<file path="src/rtl/key_led_ctrl.sv">
`timescale 1ns/1ps
// Multi-channel key-to-LED controller: per-channel synchroniser and debouncer,
// four runtime LED modes (direct, toggle, blink, chase) and a wrapping press counter.
module key_led_ctrl #(
  parameter int CH        = 4,
  parameter int DB_CYCLES = 16,
  parameter int BLINK_DIV = 8,
  parameter int CNT_W     = 4
) (
  input  logic             clk,
  input  logic             rst,
  input  logic [CH-1:0]    key,
  input  logic [1:0]       mode,
  output logic [CH-1:0]    led,
  output logic [CH-1:0]    press_pulse,
  output logic [CNT_W-1:0] press_cnt
);

  localparam int DBW = $clog2(DB_CYCLES + 1);
  localparam int DVW = (BLINK_DIV > 1) ? $clog2(BLINK_DIV) : 1;
  localparam int PW  = (CH > 1) ? $clog2(CH) : 1;

  localparam logic [DBW-1:0] DB_LAST  = DBW'(DB_CYCLES - 1);
  localparam logic [DVW-1:0] DIV_LAST = DVW'(BLINK_DIV - 1);
  localparam logic [PW-1:0]  PTR_LAST = PW'(CH - 1);

  typedef enum logic [1:0] {
    MODE_DIRECT = 2'd0,
    MODE_TOGGLE = 2'd1,
    MODE_BLINK  = 2'd2,
    MODE_CHASE  = 2'd3
  } mode_t;

  logic [CH-1:0]          sync1;
  logic [CH-1:0]          sync2;
  logic [CH-1:0]          key_db;
  logic [CH-1:0][DBW-1:0] db_cnt;
  logic [CH-1:0]          tog;
  logic [DVW-1:0]         div;
  logic                   phase;
  logic [PW-1:0]          ptr;
  logic                   dir_down;

  logic                   wrap;
  logic                   dir_next;
  logic [PW-1:0]          ptr_up;
  logic [PW-1:0]          ptr_dn;
  logic [CNT_W-1:0]       pulse_sum;
  logic [CH-1:0]          chase_led;

  // press_pulse is a one-cycle strobe with no back-pressure: a consumer
  // must sample it on every clock edge or lose the event.
  always_ff @(posedge clk or negedge rst) begin
    if (!rst) begin
      sync1       <= '1;
      sync2       <= '1;
      key_db      <= '1;
      db_cnt      <= '0;
      press_pulse <= '0;
    end else begin
      sync1 <= key;
      sync2 <= sync1;
      for (int i = 0; i < CH; i++) begin
        press_pulse[i] <= 1'b0;
        if (sync2[i] == key_db[i]) begin
          db_cnt[i] <= '0;
        end else if (db_cnt[i] == DB_LAST) begin
          // Level accepted; a 1->0 change of key_db is a press.
          db_cnt[i]      <= '0;
          key_db[i]      <= sync2[i];
          press_pulse[i] <= key_db[i];
        end else begin
          db_cnt[i] <= db_cnt[i] + DBW'(1);
        end
      end
    end
  end

  always_comb begin
    wrap      = (div == DIV_LAST);
    dir_next  = dir_down ^ (|press_pulse);
    ptr_up    = (ptr == PTR_LAST) ? '0 : ptr + PW'(1);
    ptr_dn    = (ptr == '0) ? PTR_LAST : ptr - PW'(1);
    chase_led = CH'(1) << ptr;
    pulse_sum = '0;
    for (int i = 0; i < CH; i++) begin
      pulse_sum = pulse_sum + CNT_W'(press_pulse[i]);
    end
  end

  always_ff @(posedge clk or negedge rst) begin
    if (!rst) begin
      tog       <= '0;
      div       <= '0;
      phase     <= 1'b0;
      ptr       <= '0;
      dir_down  <= 1'b0;
      led       <= '0;
      press_cnt <= '0;
    end else begin
      tog       <= tog ^ press_pulse;
      div       <= wrap ? '0 : div + DVW'(1);
      phase     <= phase ^ wrap;
      press_cnt <= press_cnt + pulse_sum;
      // Chase state only moves in chase mode; a reversal coinciding with
      // an advance steps in the new direction.
      if (mode_t'(mode) == MODE_CHASE) begin
        dir_down <= dir_next;
        if (wrap) begin
          ptr <= dir_next ? ptr_dn : ptr_up;
        end
      end
      case (mode_t'(mode))
        MODE_DIRECT: led <= ~key_db;
        MODE_TOGGLE: led <= tog;
        MODE_BLINK:  led <= tog & {CH{phase}};
        default:     led <= chase_led;
      endcase
    end
  end

endmodule
</file>
<file path="config.mk">
export PLATFORM = sky130hd
export DESIGN_NAME = key_led_ctrl
export DESIGN_NICKNAME = d
export VERILOG_FILES = /design/src/rtl/key_led_ctrl.sv
export SDC_FILE = /design/constraint.sdc
export NUM_CORES = 1
export LEC_CHECK = 0
export ABC_AREA = 1
export BUFFER_PORTS_ARGS = -buffer_cell sky130_fd_sc_hd__buf_2
export CORE_MARGIN = 4
export CORE_UTILIZATION = 55
export DETAILED_ROUTE_END_ITERATION = 6
export HOLD_SLACK_MARGIN = 0.06
export PLACE_DENSITY = 0.74
export SETUP_SLACK_MARGIN = 0.02
export SYNTH_ARGS = -nofsm -noshare
export SYNTH_HDL_FRONTEND = slang
export SYNTH_SLANG_ARGS = --single-unit
</file>
<file path="constraint.sdc">
create_clock -name clk -period 3.15 [get_ports clk]
set_clock_uncertainty 0.1 [all_clocks]
set_input_delay 0.63 -clock clk [delete_from_list [all_inputs] [get_ports clk]]
set_output_delay 0.63 -clock clk [all_outputs]
set_load 0.02 [all_outputs]
</file>
**After elaboration in Yosys (flattened, before gate mapping)**

Cells that the tools add are included.

- Flip-flop bits (word level): 55
- Input bits: 8
- Logic and storage cells: 81

- Add/subtract/negate cells: 11
- Equality and inequality tests: 13
- Shift operators: 1
- Muxes and demuxes: 21
- Bitwise gates (word level): 9
- Reductions and logical operators: 8

Operators by type and width:

| kind | number |
|---|---|
| $mux 5 | 8 |
| $add 5x1->5 const B | 4 |
| $eq 5x4->1 const B | 4 |
| $pmux 4 s3 | 1 |
| $reduce_and 2->1 | 5 |
| $mux 1 | 8 |
| $eq 2x2->1 const B | 3 |
| $mux 2 | 3 |
| $add 3x1->4 | 1 |
| $add 4x4->4 | 1 |
| $and 4x4->4 | 1 |
| $eq 1x1->1 | 4 |
| $logic_not 2->1 | 2 |
| $not 1->1 | 4 |
| $not 4->4 | 1 |
| $reduce_or 4->1 | 1 |
| $shl 1x2->4 const A | 1 |
| $xor 4x4->4 | 1 |
| $add 2x1->3 | 1 |
| $add 3x1->3 const B | 1 |
| $eq 3x3->1 const B | 1 |
| $mux 3 | 1 |
| $add 1x1->2 | 1 |
| $add 2x1->2 const B | 1 |
| 3 further kinds | 4 |

**Longest topological paths before layout**

Gate-level depths: netlist (run 1).

- Depth after elaboration: 4
- Gate-level depth with buffers: 8
- Gate-level depth less buffers: 8

**Worst setup path after synthesis (run 1)**

No wires, ideal clock.

- Path kind: register to register
- Start: reg press_pulse[0]
- End: reg press_cnt[1]
- Arrival time: 1,887 ps
- Path slack: 1,099 ps
- Cell stages (with the launch flop): 6
- Path buffers: 0
- Period minus slack after synthesis: 2,051 ps
- Path through: dfrtp_1 -> fa_1 -> fa_1 -> inv_1 -> fa_1 -> inv_1

- Word-level cells in the longest chain between the ends: 4

Ends and longest elaborated chain:

| what | line | RTL |
|---|---|---|
| start, declared | 15 | `output logic [CH-1:0] press_pulse,` |
| start signal, assigned by index | 71 | `press_pulse[i] <= key_db[i];` |
| $add 1x1->2 | 87 | `pulse_sum = pulse_sum + CNT_W'(press_pulse[i]);` |
| $add 2x1->3 | 87 |  |
| $add 3x1->4 | 87 |  |
| $add 4x4->4 | 104 | `press_cnt <= press_cnt + pulse_sum;` |
| end signal, assigned | 104 |  |
| end, declared | 16 | `output logic [CNT_W-1:0] press_cnt` |

No other way between the ends.
A chain may end at the register's enable or synchronous reset.

**Worst setup path in the final report (run 1)**

Same ends and word-level chain as after synthesis.

==> summary.md, run 1 <==
| Metric | Value |
|---|---|
| Status | complete, no violations |
| Routability cong. | roughly 0.76 |
| Pwr/cell area | ~540 nW/um^2 |
| Syn Inst Count | ~220 |
| Post-Route WL | 3381 um |
| Clk pwr share | 37.3% |
| Largest net degree at the start of global routing | 35 |
| Longest Clk Path Bufs | 2 |
| Layout cells sized above 1 | 17.96% |
| Comb power frac | between 8 and 9% |
| Pins Over Slew Limit | 0 |
| NetSw | 0.3180 mW |
| Routed vias | 1432 |
| Most common cell after layout, fill and taps aside | dfrtp_1 |
| Fillers | 325 |
| I/O pin count | 20 |
| Setup TNS | 0 ns |
| Ranking of synthesized cells by area | dfrtp_1 (47%), dfstp_2 (14%), ha_1 (6.5%) |
| Total CTS buffers | 5 |
| Reg2Reg Depth | 5 |
| Die Wd | 72.86 um |
| Post-synthesis net count | 240 |
| DP HPWL | 2578 um |
| Netlist cell types | 20 |
| RSZ-0062 raised after global routing | false |
| Final design utilization | between 60% and 70% |
| Tmin final | 2.027 ns |
| Crit. End Element | register |
| Die Y | 72.86 um |
| WP data arrival | about 2.2 ns |
| Antenna violations before repair | 0 |
| Via-to-Cell Ratio | around 4.9 |
| # rows | 23 |
| Reg2reg end | press_cnt[1]$_DFF_PN0_ |
| Fin crit share | 64.35% |
| Detailed router's first-iteration violation count | 48 |
| H-tree Lvls | 2 |
| Max-Cap Viols | 0 |
| Synth Area in Simple Gates | 18.33% |
| Residual DRC | 0 |
| Sequential share of the synthesized area | 60.14% |
| Sink Count | 55 |
| Hold-fix buffers, CTS | 0 |
| Synthesis-to-finish area growth | 13.03% |
| Post-CTS sizing | 0 |
| NumNets Final | approximately 270 |
| Drt first pass iters | 4 |
| Syn Area/Cell | 10.66 um^2 |
| Synth Area in Adders | 9.086% |
| CTS tree | done |
| Synthesized area | approximately 2300 um^2 |
| Internal | approximately 1.1 mW |
| Setup CP Type | register to register |
| Core Area | approximately 4000 um^2 |
| CP Launch Point | press_pulse[0]$_DFF_PN0_ |
| Commonest cells after routing, fill and taps aside | dfrtp_1 (43), nor2_1 (29), nand2_1 (29) |
| Pleak | 1.319 nW |
| Ant. Diodes | 0 |
| WHS | 0.1611 ns |
| GRT overflow | 0 |
| FF-to-FF setup slack | approximately 1.1 ns |
| Final setup viols | 0 |
| Avg WL per Cell | 11.46 um |
| Setup Fix Bufs, Post-CTS | 0 |
| First-pass GRT wire length | 6113 um |
| #FFs+latches synth | 55 |
| Crit path launch type | register |
| Total power draw | about 1.4 mW |
| Net Sw Frac | ~22% |
| HP Class | input pin to async pin |
| Detail Route Antenna Nets | 0 |
| Max Fclk | 493.3 MHz |
| Crit-path max FO | 4 |
| R2r startpoint | press_pulse[0]$_DFF_PN0_ |
| Area of the die | 5308 um^2 |
| Synth top area share | ~47% |
| Root buffer cell | clkbuf_8 |
| Ys Warns | 0 |
| Worst-Skew Late Latency | 0.31 ns |
| Largest area contributor in the netlist | dfrtp_1 |
| Worst-Margin Slew | 0.4729 ns |
| VDD IR max | 0.0003173 V |
| Final Hold Fails | 0 |
| Main combinational cell family by area after synthesis | simple AND/OR/NAND/NOR gates |
| Post-Synth XOR/XNOR Area | 5.679% |
| Vias in the first global route | 1407 |
| Share of power burned in registers | 54.0% |
| Area fraction in compound gates after synthesis | 2.055% |
| Port-buffer cells | 19 |
| Slew HR | 68.47% |
| Req. time, crit path | approximately 3.3 ns |
| Clock-pin slew on the worst setup and hold paths | roughly 0.09 ns |
| GR Util All Layers | 15.09% |
| Mux contribution to synthesized area | 0% |
| Initial Util | 57.42% |
## cells in the mapped netlist (all sizes together)
master   number
xnor2         5
dfstp        12
a21oi         5
nand2        31
nor3          8
nor2         29
dfrtp        43
xor2         10
nand2b        4
nor3b         4
nand3        16
ha           12
o2111ai       1
fa            3
nand4         3
o21ai         2
inv          29
## worst max-delay path, stage by stage (launching register included)
cell and delay (ns):
dfrtp_1 0.43, fa_1 0.50, fa_1 0.40, inv_1 0.08, fa_1 0.40, inv_1 0.06
## metal layers
metal / GRT usage [%] / up-vias / routed length, um
met4: 4.918 / 0 / 50
met3: 4.270 / 6 / 132
met1: 18.58 / 673 / 1562
met2: 25.65 / 18 / 1637
li1: - / 735 / -
met5: 0 / - / 0
## sequential cells by signal, indices dropped and copies added, names as in the netlist
signal,flops
dir_down,1
press_pulse,4
tog,4
sync2,4
press_cnt,4
div,3
ptr,2
sync1,4
phase,1
db_cnt,20
led,4
key_db,4
## area by class of cell
| type | instances | area, um^2 | area share (%) |
|---|---|---|---|
| Clock buffer | 5 | 68.82 | 2.632 |
| Clock inverter | 3 | 67.56 | 2.584 |
| Inverter | 29 | 108.9 | 4.163 |
| Multi-Input combinational cell | 133 | 813.3 | 31.10 |
| Sequential cell | 55 | 1391 | 53.21 |
| Tap cell | 50 | 62.56 | 2.392 |
| Timing Repair Buffer | 20 | 102.6 | 3.923 |
## kinds of logic (layout without fill, tap and decap cells)
family	count (synthesis)	count (layout)
and+or+nand+nor	95	95
AOI/OAI and AO/OA	8	8
adders and majority gates	15	15
xor gates and xnor gates	15	15
DFF	55	55
buffers and inverters	29	57
## power by group through the flow
| stage | Clock (mW) | Sequential [mW] | Combinational, mW |
|---|---|---|---|
| floorplan | 0 | 0.786 | 0.0756 |
| global route | 0.578 | 0.774 | 0.142 |
| finish | 0.532 | 0.769 | 0.123 |
| detailed placement | 0 | 0.782 | 0.124 |
| CTS | 0.546 | 0.769 | 0.125 |
| global placement | 0 | 0.781 | 0.122 |
## how the worst max path moves through the flow
stage	end
2_1_floorplan	press_cnt[1]$_DFF_PN0_
3_3_place_gp	press_cnt[1]$_DFF_PN0_
3_5_place_dp	press_cnt[1]$_DFF_PN0_
4_1_cts	press_cnt[1]$_DFF_PN0_
5_1_grt	press_cnt[1]$_DFF_PN0_
6_report	press_cnt[1]$_DFF_PN0_
## per-stage QoR
| stage | cell area [um^2] | worst slack, ns | cells |
|---|---|---|---|
| finish | 2615 | 1.123 | 295 |
| global route | 2615 | 1.069 | 295 |
| CTS | 2615 | 1.121 | 295 |
| detailed placement | 2479 | 1.127 | 287 |
| global placement | 2479 | 1.162 | 287 |
| floorplan | 2313 | 1.099 | 217 |
No activity file was read; power rests on OpenSTA's default activity.
==> run 2, diff against run 1 <==
Settings changed: ABC_AREA 1 to 0.
Clock period 3.15 ns to 1.93 ns, I/O delays scaled along.
==> run 2 against run 1 <==
The run now ends with setup timing left; clock power up 26%; sequential power up 61%; synthesized cell count down 19%; combinational power up 47%; cell count down 11%; area after synthesis down 1.7%; worst hold slack worse by 0.082 ns; largest cell class unchanged.
==> summary.md, run 2 <==
| Metric | Value |
|---|---|
| Status | finished with violations (was complete, no violations) |
| Failing checks | setup timing |
| Top-count cell post-synth | dfrtp_1 (unchanged) |
| Antenna violations before repair | 0 (unchanged) |
| Drt first pass iters | 4 (unchanged) |
| Routed vias | 1390 (was 1432) |
| Ys Warns | 0 (unchanged) |
| Worst-Margin Slew | 0.4707 ns (was 0.4729 ns) |
| Synthesized area | 2273 um^2 (was 2313 um^2) |
| Met3 usage | 4.294% (was 4.270%) |
| H-tree Lvls | 2 (unchanged) |
| Worst-path cell chain | fa_1 > fa_2 > inv_2 > fa_1 > inv_1 (was fa_1 > fa_1 > inv_1 > fa_1 > inv_1) |
| Pleak | 1.319 nW (about the same) |
| Routability cong. | 0.9041 (was 0.7585) |
| Crit-path max FO | 2 (was 4) |
| Pre-CTS WS | -0.04362 ns (was 1.127 ns) |
| Core Area | 4000 um^2 (was 4029 um^2) |
| Top delay family on crit path | adder cells (unchanged) |
| Port-buffer cells | 19 (unchanged) |
| Syn Area/Cell | 12.92 um^2 (was 10.66 um^2) |
| Setup TNS | -0.01543 ns (was 0 ns) |
| M2 GR Usage | 28.41% (was 25.65%) |
| WHS | 0.07868 ns (was 0.1611 ns) |
| Worst Slack Setup Final | -0.01234 ns (was 1.123 ns) |
| Vias in the first global route | 1479 (was 1407) |
| Largest net degree at the start of global routing | 37 (was 35) |
| Crit-path slowest cell | fa_1 (unchanged) |
| Final Non-Filler Cells | 263 (was 295) |
| Clk pwr share | 32.0% (was 37.3%) |
| Initial Util | 56.83% (was 57.42%) |
| Main combinational cell family by area after synthesis | simple AND/OR/NAND/NOR gates (unchanged) |
| Worst-Skew Late Latency | 0.30 ns (was 0.31 ns) |
| Detailed router's first-iteration violation count | 93 (was 48) |
| Synth Area in Adders | 9.246% (was 9.086%) |
| Ranking of synthesized cells by area | dfrtp_1 (47%), dfstp_2 (14%), ha_1 (6.6%) (was dfrtp_1 (47%), dfstp_2 (14%), ha_1 (6.5%)) |
| Root buffer cell | clkbuf_8 (unchanged) |
| Comb power frac | 8.7% (about the same) |
| GR Util All Layers | 16.73% (was 15.09%) |
| Max reg flops | 20 (unchanged) |
| Largest area contributor in the netlist | dfrtp_1 (unchanged) |
| Req. time, crit path | 2.08 ns (was 3.31 ns) |
| Syn Inst Count | 176 (was 217) |
| Via-to-Cell Ratio | 5.285 (was 4.854) |
| Final setup viols | 2 (was 0) |
| Crit path launch type | register (unchanged) |
| #FFs+latches synth | 55 (unchanged) |
| EDFF count, synth | 0 (unchanged) |
| Most numerous cell on the critical path | fa_1 (unchanged) |
| Largest stage delay on the critical path | 0.49 ns (was 0.50 ns) |
| Crit. End Element | register (unchanged) |
| Async S/R FF share, synth | 100.0% (unchanged) |
| Post-Route WL | 3738 um (was 3381 um) |
| Fin crit share | 100.6% (was 64.35%) |
| CP Launch Point | press_pulse[1]$_DFF_PN0_ (was press_pulse[0]$_DFF_PN0_) |
| Tmin final | 1.942 ns (was 2.027 ns) |
| Final Hold Fails | 0 (unchanged) |
| VDD IR max | 0.0004766 V (was 0.0003173 V) |
| Reg with most FFs | db_cnt (unchanged) |
| RSZ-0062 raised after global routing | true (was false) |
| Max Fclk | 514.8 MHz (was 493.3 MHz) |
| I/O pin count | 20 (unchanged) |
| Longest Clk Path Bufs | 2 (unchanged) |
| Top_reg_cell synth | dfrtp_1 (unchanged) |
| Netlist cell types | 29 (was 20) |
| Area fraction in compound gates after synthesis | 4.733% (was 2.055%) |
| Residual DRC | 0 (unchanged) |
| Worst Hold Launch | key[0] |
| NetSw | 0.4798 mW (was 0.3180 mW) |
| Most common cell after layout, fill and taps aside | dfrtp_1 (unchanged) |
| Avg WL per Cell | 14.21 um (was 11.46 um) |
| Most frequent cells after synthesis | dfrtp_1 (43), nor2_1 (16), dfstp_2 (12), ha_1 (12), inv_1 (12) (was dfrtp_1 (43), nand2_1 (29), nor2_1 (29)) |
| Ant. Diodes | 0 (unchanged) |
| R2r startpoint | press_pulse[1]$_DFF_PN0_ (was press_pulse[0]$_DFF_PN0_) |
| Synth top area share | 47.33% (was 46.51%) |
| WP data arrival | 2.09 ns (was 2.18 ns) |
| Sink Count | 55 (unchanged) |
| GRT overflow | 0 (unchanged) |
| Commonest cells after routing, fill and taps aside | dfrtp_1 (40), buf_2 (19), nor2_1 (16) (was dfrtp_1 (43), nor2_1 (29), nand2_1 (29)) |
| Slew HR | 68.62% (was 68.47%) |
| DP HPWL | 2775 um (was 2578 um) |
| Pwr/cell area | 794.5 nW/um^2 (was 544.6 nW/um^2) |
| Layout cells sized above 1 | 26.29% (was 17.96%) |
| Synthesis-to-finish area growth | 15.91% (was 13.03%) |
| Post-Synth XOR/XNOR Area | 7.705% (was 5.679%) |
| Buf/Inv on CP | 2 (unchanged) |
| Clock-pin slew on the worst setup and hold paths | 0.09 ns (about the same) |
| Fillers | 286 (was 325) |
| Internal | 1.614 mW (was 1.106 mW) |
| Die Wd | 72.29 um (was 72.86 um) |
| Placed Cells | 249 (was 287) |
| Mux contribution to synthesized area | 2.422% (was 0%) |
| Total CTS buffers | 5 (unchanged) |
| Detail Route Antenna Nets | 0 (unchanged) |
| NumNets Final | 235 (was 267) |
| Die Y | 72.29 um (was 72.86 um) |
| # rows | 23 (unchanged) |
| First-pass GRT wire length | 6720 um (was 6113 um) |
| Share of power burned in registers | 59.4% (was 54.0%) |
| HP Class | input pin to register (was input pin to async pin) |
| Max-Cap Viols | 0 (unchanged) |
| Synth Area in Simple Gates | 12.71% (was 18.33%) |
| Final design utilization | 65.87% (was 64.91%) |
| Sequential share of the synthesized area | 61.20% (was 60.14%) |
| Net Sw Frac | 22.92% (was 22.33%) |
| Setup CP Type | register to register (unchanged) |
| Met1 Resource Use GR | 20.09% (was 18.58%) |
| Post-synthesis net count | 199 (was 240) |
| Area of the die | 5226 um^2 (was 5308 um^2) |
| Busiest metal layer after global routing | met2 (unchanged) |
| CTS tree | done (unchanged) |
| Pins Over Slew Limit | 0 (unchanged) |
run 2: worst paths after layout:
path	endpoint	slack [ns]	cells after the start
min	sync1[0]$_DFF_PN1_	0.08	1
min reg2reg	sync2[3]$_DFF_PN1_	0.26	0
max in group asynchronous	sync2[0]$_DFF_PN1_	0.65	3
max reg2reg	press_cnt[1]$_DFF_PN0_	-0.01	5
max	press_cnt[1]$_DFF_PN0_	-0.01	5
min in group asynchronous	div[1]$_DFF_PN0_	0.46	2
run 2: cell type report:
class	instances	area, um^2	area share [%]
tap	50	62.56	2.374
clock buffer	8	100.1	3.799
timing repair buffer	29	192.7	7.312
inverter	12	45.04	1.709
sequential	55	1395	52.94
multi-input combinational	109	839.6	31.86
run 2: power groups by stage:
stage	Combinational (mW)	Clock (mW)	Sequential [mW]
2_1_floorplan	0.0989	0	1.27
3_3_place_gp	0.166	0	1.26
3_5_place_dp	0.178	0	1.26
4_1_cts	0.181	0.685	1.24
5_1_grt	0.208	0.754	1.25
6_report	0.181	0.669	1.24
run 2: cell families after synthesis:
group / after synthesis
flip-flops: 55
AND/OR/NAND/NOR: 53
XOR/XNOR: 20
AO/OA/AOI/OAI: 16
adder cells (fa/ha/maj): 15
buffers and inverters: 12
multiplexers: 5
run 2: layer usage:
layer	up-vias	part of all wire, %	wire length [um]
met5	-	0	0
li1	664	-	-
met4	0	1.8	67
met2	25	54	2009
met3	10	3.3	125
met1	691	41	1536
run 2: metrics by stage:
stage	total power, mW	area, um^2
after floorplan	1.367	2280
after global placement	1.427	2480
after detailed placement	1.442	2480
after CTS	2.109	2605
after global routing	2.214	2635
final	2.094	2635
run 2: worst register-to-register path, stage by stage (launching register included):
cell	delay, ns
dfrtp_2	0.42
fa_1	0.49
fa_2	0.36
inv_2	0.07
fa_1	0.40
inv_1	0.06
run 2: what timing repair did:
action,CTS,global route
resized for setup,1,0
endpoints found under the setup margin,2,3
hold endpoints to repair,14,3
pin swaps,1,0
buffers inserted,2,0
hold buffers,1,3
==> run 3, diff against run 2 <==
Settings changed: CORE_ASPECT_RATIO set to 1.4, HOLD_SLACK_MARGIN 0.06 to unset.
==> run 3 against run 2 <==
Setup slack got worse by 0.020 ns; die area increased by 0.28%; total power decreased by 3.1%; register-to-register slack worse by 0.02 ns; largest power group unchanged; largest cell class unchanged; the run still ends with setup timing left.
==> summary.md, run 3 (synthesized netlist as in run 2, its figures left out) <==
| Metric | Value |
|---|---|
| Largest stage delay on the critical path | 0.50 ns (was 0.49 ns) |
| Worst Slack Setup Final | -0.03249 ns (was -0.01234 ns) |
| Routed met1 length | 1387 um (was 1536 um) |
| Ant. Diodes | 0 (unchanged) |
| Antenna violations before repair | 0 (unchanged) |
| Vias in the first global route | 1496 (was 1479) |
| Placed Cells | 242 (was 249) |
| First-pass GRT wire length | 6548 um (was 6720 um) |
| Setup CP Type | register to register (unchanged) |
| Avg WL per Cell | 14.62 um (was 14.21 um) |
| Drt first pass iters | 2 (was 4) |
| Area of the multi-input gates | 839.6 um^2 (unchanged) |
| Pleak | 1.283 nW (was 1.319 nW) |
| Most common cell after layout, fill and taps aside | dfrtp_1 (unchanged) |
| Layout cells sized above 1 | 25.48% (was 26.29%) |
| Finished Cell Area | 2565 um^2 (was 2635 um^2) |
| Clock-pin slew on the worst setup and hold paths | 0.09 ns (about the same) |
| NumNets Final | 230 (was 235) |
| Met2 Routed Length | 2026 um (was 2009 um) |
| H-tree Lvls | 2 (unchanged) |
| Worst-Margin Slew | 0.4068 ns (was 0.4707 ns) |
| Synthesis-to-finish area growth | 12.82% (was 15.91%) |
| Max-Cap Viols | 0 (unchanged) |
| Die Wd | 62.34 um (was 72.29 um) |
| RSZ-0062 raised after global routing | true (unchanged) |
| Via-to-Cell Ratio | 5.482 (was 5.285) |
| Register area | 1395 um^2 (unchanged) |
| Req. time, crit path | 2.08 ns (about the same) |
| DP HPWL | 2733 um (was 2775 um) |
| CTS tree | done (unchanged) |
| Worst-path cell chain | fa_1 > fa_2 > inv_2 > fa_1 > inv_1 (unchanged) |
| VDD IR max | 0.0006881 V (was 0.0004766 V) |
| Sink Count | 55 (unchanged) |
| Buf/Inv on CP | 2 (unchanged) |
| WP data arrival | 2.11 ns (was 2.09 ns) |
| Initial Util | 57.52% (was 56.83%) |
| Status | finished with violations (unchanged) |
| Reg with most FFs | db_cnt (unchanged) |
| I/O pin count | 20 (unchanged) |
| Fillers | 304 (was 286) |
| Crit path launch type | register (unchanged) |
| Placed Area | 2471 um^2 (was 2480 um^2) |
| Die Y | 84.07 um (was 72.29 um) |
| Tmin final | 1.962 ns (was 1.942 ns) |
| Total CTS buffers | 5 (unchanged) |
| Commonest cells after routing, fill and taps aside | dfrtp_1 (40), buf_2 (19), nor2_1 (16) (unchanged) |
| Crit-path slowest cell | fa_1 (unchanged) |
| Top Metal Used | met4 (unchanged) |
| Most numerous cell on the critical path | fa_1 (unchanged) |
| Routed vias | 1376 (was 1390) |
| Final Non-Filler Cells | 251 (was 263) |
| HP Class | input pin to register (unchanged) |
| Worst-Skew Late Latency | 0.30 ns (about the same) |
| GR Util All Layers | 15.61% (was 16.73%) |
| Pwr/cell area | 790.9 nW/um^2 (was 794.5 nW/um^2) |
| Post-Route WL | 3669 um (was 3738 um) |
| Final setup viols | 2 (unchanged) |
| Longest Clk Path Bufs | 2 (unchanged) |
| Slew HR | 72.69% (was 68.62%) |
| Root buffer cell | clkbuf_8 (unchanged) |
| Top delay family on crit path | adder cells (unchanged) |
| Final design utilization | 64.89% (was 65.87%) |
| Core Area | 3953 um^2 (was 4000 um^2) |
| Port-buffer cells | 19 (unchanged) |
| Detail Route Antenna Nets | 0 (unchanged) |
| Routability cong. | 0.7687 (was 0.9041) |
| Area of the die | 5241 um^2 (was 5226 um^2) |
| Max Fclk | 509.6 MHz (was 514.8 MHz) |
| # rows | 27 (was 23) |
| Largest net degree at the start of global routing | 56 (was 37) |
| Detailed router's first-iteration violation count | 50 (was 93) |
| Failing checks | setup timing (unchanged) |
| Final Hold Fails | 0 (unchanged) |
| Crit. End Element | register (unchanged) |
| GRT overflow | 0 (unchanged) |
| Setup Fix Bufs, Post-CTS | 0 (was 2) |
| Residual DRC | 0 (unchanged) |
| Pins Over Slew Limit | 0 (unchanged) |
| Fin crit share | 101.7% (was 100.6%) |
| Crit-path max FO | 2 (unchanged) |
| Met3 Routed Length | 113 um (was 125 um) |
| Max reg flops | 20 (unchanged) |
run 3: changes by cell type in the layout (fill, tap and decap cells not counted):
cell and delta:
clkbuf_1 +1, buf_4 -2, clkinvlp_4 +1, clkbuf_8 -2, dlygate4sd3_1 -3
run 3: area by class of cell:
type / count / share of cell area (%)
Clock buffer: 7 / 2.976
Clock inverter: 1 / 0.2927
Inverter: 12 / 1.756
Tap cell: 43 / 2.098
Multi-Input combinational cell: 109 / 32.73
Timing Repair Buffer: 24 / 5.756
Sequential cell: 55 / 54.39
run 3: final timing paths:
path                            depth (start not counted)                     start                endpoint  slack [ns]
min in group asynchronous                               3                       rst    db_cnt[14]$_DFF_PN0_        0.50
worst max register to register                          5  press_pulse[1]$_DFF_PN0_  press_cnt[1]$_DFF_PN0_       -0.03
max in group asynchronous                               3                       rst      sync1[0]$_DFF_PN1_        0.93
worst max-delay path                                    5  press_pulse[1]$_DFF_PN0_  press_cnt[1]$_DFF_PN0_       -0.03
worst min-delay path                                    1                    key[2]      sync1[2]$_DFF_PN1_        0.07
worst min register to register                          0        sync1[0]$_DFF_PN1_      sync2[0]$_DFF_PN1_        0.25
run 3: what timing repair did:
item,CTS,global route
resized for setup,1,0
endpoints found under the hold margin,43,0
endpoints found under the setup margin,2,3
hold buffers,1,0
pin swaps,0,2
run 3: stage by stage:
step,setup TNS [ns],setup WS (ns),total power [mW],hold WS (ns)
final,-0.05264,-0.03249,2.029,0.06843
after global placement,0,0.006689,1.426,0.2463
after detailed placement,-0.07185,-0.04738,1.445,0.2470
after global routing,-0.1884,-0.09626,2.144,0.04657
after floorplan,-0.08900,-0.04765,1.367,-0.009591
after CTS,-0.08515,-0.04794,2.053,0.05893
run 3: where the power goes:
group          internal, mW  leakage [nW]  switching [mW]
registers              1.21         0.696          0.0372
clock network         0.257        0.0385           0.349
logic                0.0760         0.548           0.102
run 3: per-layer routing:
layer,vias to the layer above,GRT usage (%)
met5,-,0
met4,0,9.266
met3,14,4.043
met2,22,27.74
met1,688,16.07
li1,652,-
